### src/rtl/edge_pkg.sv
// Shared definitions for the edge-detection result writer.
// Holds pixel/word geometry, frame size, the writer FSM state type, the lane
// index type and a helper that places a pixel into its lane of a BRAM word.
package edge_pkg;

    localparam int unsigned PIX_W       = 8;
    localparam int unsigned LANES       = 3;
    localparam int unsigned WORD_W      = LANES * PIX_W;
    localparam int unsigned ADDR_W      = 16;
    localparam int unsigned FRAME_WORDS = 64518;

    typedef enum logic [1:0] {IDLE, RUN, DONE} state_e;

    typedef logic [$clog2(LANES)-1:0] lane_t;

    // Lane 0 occupies the most significant byte, matching the row BRAM layout.
    function automatic logic [WORD_W-1:0] place_lane(input lane_t lane,
                                                      input logic [PIX_W-1:0] pix);
        logic [WORD_W-1:0] w;
        w            = '0;
        w[PIX_W-1:0] = pix;
        return w << (PIX_W * (LANES - 1 - int'(lane)));
    endfunction

endpackage

### src/rtl/edge_result_writer_if.sv
// Pixel stream interface into the edge result writer.
//   in_valid : pixel valid (source)
//   in_ready : writer can accept (sink)
//   in_data  : pixel value (source)
//   in_last  : final pixel of the frame, qualified by in_valid (source)
// master = pixel source, slave = writer.
interface edge_result_writer_if import edge_pkg::*; ();

    logic             in_valid;
    logic             in_ready;
    logic [PIX_W-1:0] in_data;
    logic             in_last;

    modport master (output in_valid, output in_data, output in_last, input in_ready);
    modport slave  (input in_valid, input in_data, input in_last, output in_ready);

endinterface

### src/rtl/edge_pixel_packer.sv
// Packs accepted pixels into BRAM words, lane 0 in the top byte.
// Ports:
//   clka, rst  : clock, async active-high reset
//   clear      : drop any partial word and restart at lane 0
//   accept     : a pixel is taken this cycle
//   pix        : pixel value to place
//   last       : the accepted pixel closes the word early
//   word       : packed word including this cycle's pixel (unfilled lanes zero)
//   word_valid : this accept completes a word
module edge_pixel_packer import edge_pkg::*; (
    input  logic              clka,
    input  logic              rst,
    input  logic              clear,
    input  logic              accept,
    input  logic [PIX_W-1:0]  pix,
    input  logic              last,
    output logic [WORD_W-1:0] word,
    output logic              word_valid
);

    lane_t             lane_q, lane_d;
    logic [WORD_W-1:0] pack_q, pack_d;

    assign word       = pack_q | place_lane(lane_q, pix);
    assign word_valid = accept && ((lane_q == lane_t'(LANES - 1)) || last);

    always_comb begin
        lane_d = lane_q;
        pack_d = pack_q;
        if (clear || word_valid) begin
            lane_d = '0;
            pack_d = '0;
        end else if (accept) begin
            lane_d = lane_q + 1'b1;
            pack_d = word;
        end
    end

    always_ff @(posedge clka or posedge rst) begin
        if (rst) begin
            lane_q <= '0;
            pack_q <= '0;
        end else begin
            lane_q <= lane_d;
            pack_q <= pack_d;
        end
    end

endmodule

### src/rtl/edge_result_writer.sv
// Writes edge pixels into a frame BRAM, three pixels per word.
// Ports:
//   clka, rst     : clock, async active-high reset
//   start         : pulse; begins or restarts (aborts) a frame
//   pix           : pixel stream (slave modport of edge_result_writer_if)
//   thresh        : binarisation threshold, only with EDGE_WR_THRESH_EN defined
//   wea/addra/dina: BRAM write port, wea pulses one cycle per word
//   done          : sticky frame-stored flag, cleared by start or rst
//   words_written : words written in the current frame
// Optional feature macro: EDGE_WR_THRESH_EN (pixels stored as 8'hFF / 8'h00).
module edge_result_writer import edge_pkg::*; #(
    parameter int unsigned DEPTH = FRAME_WORDS
) (
    input  logic                clka,
    input  logic                rst,
    input  logic                start,
    edge_result_writer_if.slave pix,
`ifdef EDGE_WR_THRESH_EN
    input  logic [PIX_W-1:0]    thresh,
`endif
    output logic                wea,
    output logic [ADDR_W-1:0]   addra,
    output logic [WORD_W-1:0]   dina,
    output logic                done,
    output logic [ADDR_W-1:0]   words_written
);

    localparam logic [ADDR_W-1:0] LastAddr = ADDR_W'(DEPTH - 1);

    state_e            state_q, state_d;
    logic [ADDR_W-1:0] word_addr_q, word_addr_d;
    logic [ADDR_W-1:0] words_q, words_d;
    logic [ADDR_W-1:0] addra_q, addra_d;
    logic [WORD_W-1:0] dina_q, dina_d;
    logic              wea_q, wea_d;
    // Final word of the frame is being written; no more pixels this frame.
    logic              fin_q, fin_d;

    logic              accept;
    logic              word_valid;
    logic              final_word;
    logic [WORD_W-1:0] word;
    logic [PIX_W-1:0]  pix_val;

`ifdef EDGE_WR_THRESH_EN
    assign pix_val = (pix.in_data >= thresh) ? '1 : '0;
`else
    assign pix_val = pix.in_data;
`endif

    assign pix.in_ready = (state_q == RUN) && !fin_q;
    // A pixel presented alongside start is dropped: start wins.
    assign accept       = pix.in_valid && pix.in_ready && !start;
    assign final_word   = pix.in_last || (word_addr_q == LastAddr);

    edge_pixel_packer u_packer (
        .clka       (clka),
        .rst        (rst),
        .clear      (start),
        .accept     (accept),
        .pix        (pix_val),
        .last       (pix.in_last),
        .word       (word),
        .word_valid (word_valid)
    );

    always_comb begin
        state_d     = state_q;
        word_addr_d = word_addr_q;
        words_d     = words_q;
        addra_d     = addra_q;
        dina_d      = dina_q;
        wea_d       = 1'b0;
        fin_d       = fin_q;
        unique case (state_q)
            IDLE, DONE: begin
                if (start) begin
                    state_d     = RUN;
                    word_addr_d = '0;
                    words_d     = '0;
                    fin_d       = 1'b0;
                end
            end
            RUN: begin
                if (start) begin
                    word_addr_d = '0;
                    words_d     = '0;
                    fin_d       = 1'b0;
                end else if (fin_q) begin
                    state_d = DONE;
                    fin_d   = 1'b0;
                end else if (word_valid) begin
                    wea_d       = 1'b1;
                    addra_d     = word_addr_q;
                    dina_d      = word;
                    words_d     = words_q + ADDR_W'(1);
                    fin_d       = final_word;
                    // Saturate so the address never steps past the frame.
                    word_addr_d = (word_addr_q == LastAddr) ? word_addr_q
                                                            : word_addr_q + ADDR_W'(1);
                end
            end
            default: state_d = IDLE;
        endcase
    end

    always_ff @(posedge clka or posedge rst) begin
        if (rst) begin
            state_q     <= IDLE;
            word_addr_q <= '0;
            words_q     <= '0;
            addra_q     <= '0;
            dina_q      <= '0;
            wea_q       <= 1'b0;
            fin_q       <= 1'b0;
        end else begin
            state_q     <= state_d;
            word_addr_q <= word_addr_d;
            words_q     <= words_d;
            addra_q     <= addra_d;
            dina_q      <= dina_d;
            wea_q       <= wea_d;
            fin_q       <= fin_d;
        end
    end

    assign wea           = wea_q;
    assign addra         = addra_q;
    assign dina          = dina_q;
    assign done          = (state_q == DONE);
    assign words_written = words_q;

endmodule
### src/flat_wrapper.sv
// flat-port wrapper written by rule: the top's interface ports become plain ports
module edge_result_writer_flat import edge_pkg::*;
#(
    parameter int unsigned DEPTH = FRAME_WORDS
)
  (clka, rst, start, wea, addra, dina, done, words_written, pix_in_valid, pix_in_data, pix_in_last, pix_in_ready);
  edge_result_writer_if pix_i ();
  input  logic clka;
  input  logic rst;
  input  logic start;
  output logic wea;
  output logic [ADDR_W-1:0] addra;
  output logic [WORD_W-1:0] dina;
  output logic done;
  output logic [ADDR_W-1:0] words_written;
  input wire logic [$bits(pix_i.in_valid)-1:0] pix_in_valid;
  input wire logic [$bits(pix_i.in_data)-1:0] pix_in_data;
  input wire logic [$bits(pix_i.in_last)-1:0] pix_in_last;
  output wire logic [$bits(pix_i.in_ready)-1:0] pix_in_ready;
  assign pix_i.in_valid = pix_in_valid;
  assign pix_i.in_data = pix_in_data;
  assign pix_i.in_last = pix_in_last;
  assign pix_in_ready = pix_i.in_ready;
  edge_result_writer #(.DEPTH(DEPTH)) u_core (.clka(clka), .rst(rst), .start(start), .pix(pix_i), .wea(wea), .addra(addra), .dina(dina), .done(done), .words_written(words_written));
endmodule
### config.mk
export PLATFORM = sky130hd
export DESIGN_NAME = edge_result_writer_flat
export DESIGN_NICKNAME = d
export VERILOG_FILES = /design/src/rtl/edge_pkg.sv /design/src/rtl/edge_result_writer_if.sv /design/src/rtl/edge_pixel_packer.sv /design/src/rtl/edge_result_writer.sv /design/src/flat_wrapper.sv
export SDC_FILE = /design/constraint.sdc
export NUM_CORES = 1
export LEC_CHECK = 0
export CAP_MARGIN = 40
export CELL_PAD_IN_SITES_DETAIL_PLACEMENT = 0
export CELL_PAD_IN_SITES_GLOBAL_PLACEMENT = 1
export CORE_UTILIZATION = 40
export DETAILED_ROUTE_END_ITERATION = 8
export PLACE_DENSITY_LB_ADDON = 0.1
export SYNTH_ARGS = -nofsm -noshare
export SYNTH_HDL_FRONTEND = slang
export SYNTH_SLANG_ARGS = --single-unit
### constraint.sdc
create_clock -name clka -period 3.4 [get_ports clka]
set_input_delay 0.34 -clock clka [delete_from_list [all_inputs] [get_ports clka]]
set_output_delay 0.34 -clock clka [all_outputs]
set_load 0.02 [all_outputs]
==> summary.md <==
| Metric | Value |
|---|---|
| GRT busiest layer | met2 |
| DRC violations left | 0 |
| Static Leak | 2.48 nW |
| Synth Area in Compound Gates | 0.189 |
| Top FF cell, synth | dfrtp_1 |
| Synth Warn # | 0 |
| Final ANT Viol Nets | 0 |
| VDD IR max | 0.470 mV |
| Period minus WS final | 2.42 ns |
| Startpoint types | flop |
| Number of global-route vias before repair | 3764 |
| Largest net degree at the start of global routing | 92 |
| Share of cells above drive strength 1 | 0.0674 |
| Crit share post-route | 0.712 |
| Ys async rst share | 1.00 |
| Starting density of the core | 0.410 |
| Hold Crit Class | input port to async pin |
| Nets | 578 |
| Skew final | 0.00701 ns |
| Cell mode on critical path | inv_1 |
| # fillers | 1065 |
| Root buffer selected by CTS | clkbuf_16 |
| Synthesized area | 0.00466 mm^2 |
| H-tree levels | 3 |
| Final Cell Area | 0.00583 mm^2 |
| Hold Buf Count CTS | 0 |
| CP peak stage delay | 0.47 ns |
| Status | complete, no violations |
| Max frequency | 0.413 GHz |
| DRT Pass-1 Iters | 4 |
| Unrepaired setup endpoints after global routing | no |
| Met1 usage | 0.279 |
| Multi-input gate area | 0.00193 mm^2 |
| Worst-Margin Slew | 0.518 ns |
| Die height | 110 um |
| Met2 GRT Util | 0.324 |
| DP Area | 0.00554 mm^2 |
| Library cells used by synthesis | 53 |
| Total number of vias | 3877 |
| Num rows | 39 |
| Post-CTS sizing | 0 |
| Most area-hungry cell type in the Yosys netlist | dfrtp_1 |
| Max Slew Vio Count | 0 |
| Pwr Density | 508 mW/mm^2 |
| Syn Nets | 514 |
| Die width | 110 um |
| Clk sinks | 102 |
| Worst-case clock buffer depth | 2 |
| Starting DRC count in detailed routing | 183 |
| Total CTS buffers | 9 |
| Initial antenna violation count | 0 |
| Worst-path cell chain | inv_1, ha_1, o21bai_1, or2_2, inv_1, buf_4, and3_1, a21o_1 |
| Core area | 0.0114 mm^2 |
| Critical Path RT | 3.64 ns |
| Commonest non-fill, non-tap cell in the layout | dfrtp_1 |
| Reg area | 0.00255 mm^2 |
| Ant. Diodes | 0 |
| Latest clock arrival within the worst-skew pair | 0.35 ns |
| GRT overflow | 0 |
| CTS tree | done |
| Routability cong. | 0.808 |
| Crit Path Max Fanout | 23 |
| GRT Util Overall | 0.207 |
| Slew headroom | 0.654 |
| I/O pin cnt | 72 |
| Most frequent cells in the layout | 102 x dfrtp_1, 76 x nand2_1, 71 x clkdlybuf4s50_1 |
| Die area | 0.0121 mm^2 |
| PortBufs | 71 |
| Crit Path Class | flop to flop |
| WP data arrival | 2.67 ns |
| Post-synthesis adder-cell area fraction | 0.0134 |
| Clock slew at reported path FFs | 0.07 ns |
| Wire per inst | 15.9 um |
| Met3 Usage GRT | 0.0588 |
| Largest family of logic cells by synthesized area | simple AND/OR/NAND/NOR gates |
| XOR/XNOR share of the synthesized area | 0.00563 |
| Maxcap violations | 0 |
| Syn avg cell area | 9.40 um^2 |
| DR vias/cell | 5.48 |
| Yosys reg bits | 102 |
| Total Neg Setup Slack | 0 ns |
| CP endpoint kind | flop |
| Post-Synth Simple-Gate Area | 0.203 |
| Final Hold Viols | 0 |
| WL final | 11.3 mm |
| Share of the synthesized area in the top cell type | 0.547 |
| Post-synth EDFFs | 0 |
| DP HPWL | 7.56 mm |
| First-pass GRT wire length | 19.1 mm |
| Area growth from synthesis to final layout | 25.0% |
| Post-CTS Setup Bufs | 0 |
| Main area contributors after synthesis | dfrtp_1 55%, nand2_1 6.1%, o21ai_0 4.4%, a21oi_1 4.1%, a31oi_1 3.8% |
| Synth Instances | 496 |
| Setup Viol. Count Final | 0 |
| Critical Path Slowest Stage Cell | or2_2 |
| Seq/Total Area, Yosys | 0.547 |
| Multiplexer share of the synthesized area | 0.00215 |
==> routing by layer <==
metal,wire length [um],part of all wire
met5,0,0
met4,118,0.010
met3,385,0.034
met2,5500,0.49
met1,5250,0.47
==> area by class of cell <==
type,instances,area share
clock buffer,10,0.0393
clock inverter,5,0.0105
inverter,13,0.00880
multi-input combinational,349,0.331
sequential,102,0.438
tap,143,0.0307
timing repair buffer,85,0.142
==> cell usage after synthesis, types with 2 or more instances <==
library cell	number
dfrtp_1	102
nand2_1	76
nor2_1	41
o21ai_0	41
a21oi_1	38
a31oi_1	28
clkbuf_1	25
o31ai_1	17
nand3_1	14
inv_1	13
nor2b_1	11
or4_1	10
nand4_1	6
nor3_1	6
buf_2	5
ha_1	5
nor4_1	5
a21o_1	4
and3_1	4
nand2b_1	4
xnor2_1	3
a211oi_1	2
and4_1	2
o221ai_1	2
o31a_1	2
or2_2	2
or3_1	2
==> flip-flops by register name, indices dropped and copies added (netlist names) <==
name / flops
u_core.fin_q: 1
u_core.wea: 1
u_core.u_packer.pack_q: 24
u_core.words_written: 16
u_core.addra: 16
u_core.word_addr_q: 16
u_core.u_packer.lane_q: 2
u_core.state_q: 2
u_core.dina: 24
==> path summary, 6_finish.rpt <==
check	start	endpoint	slack, ns	depth (start not counted)
max	u_core.u_packer.lane_q[0]$_DFFE_PP0P_	u_core.word_addr_q[9]$_DFFE_PP0P_	0.98	8
min in group clka	u_core.addra[4]$_DFFE_PP0P_	u_core.addra[4]$_DFFE_PP0P_	0.47	2
max in group asynchronous	rst	u_core.words_written[12]$_DFFE_PP0P_	2.45	3
min reg2reg	u_core.addra[4]$_DFFE_PP0P_	u_core.addra[4]$_DFFE_PP0P_	0.47	2
max reg2reg	u_core.u_packer.lane_q[0]$_DFFE_PP0P_	u_core.word_addr_q[9]$_DFFE_PP0P_	0.98	8
min	rst	u_core.dina[0]$_DFFE_PP0P_	0.25	2
==> cells by family (layout without fill, tap and decap cells) <==
| logic type | Yosys count | count (layout) |
|---|---|---|
| simple gates | 194 | 194 |
| compound gates | 146 | 146 |
| flops | 102 | 102 |
| buf+inv | 45 | 113 |
| fa+ha+maj | 5 | 5 |
| xor+xnor | 3 | 3 |
| mux | 1 | 1 |
==> worst max-delay path: cells and delay by family, from the launching register on <==
| family | cells | cell delay, ns |
|---|---|---|
| AOI/OAI and AO/OA | 2 | 0.45 |
| adders and majority gates | 1 | 0.23 |
| buffers and inverters | 3 | 0.55 |
| DFF | 1 | 0.44 |
| and+or+nand+nor | 2 | 0.65 |
==> power breakdown <==
part	total (mW)	internal [mW]	switching (mW)
clock network	1.02	0.568	0.456
logic	0.567	0.236	0.331
registers	1.37	1.31	0.0632
total	2.96	2.11	0.850
==> per-stage QoR <==
step | setup WS (ns) | utilization | power [mW] | hold WS (ns) | instances
after floorplan | 0.385 | - | 1.71 | 0.446 | 496
after global placement | 0.936 | 0.485 | 1.95 | 0.460 | 689
after detailed placement | 0.823 | 0.487 | 1.97 | 0.466 | 692
after CTS | 0.957 | 0.513 | 3.01 | 0.240 | 707
after global routing | 0.728 | 0.513 | 3.12 | 0.258 | 707
final | 0.978 | 0.513 | 2.96 | 0.248 | 707
No activity file was read; power rests on OpenSTA's default activity.
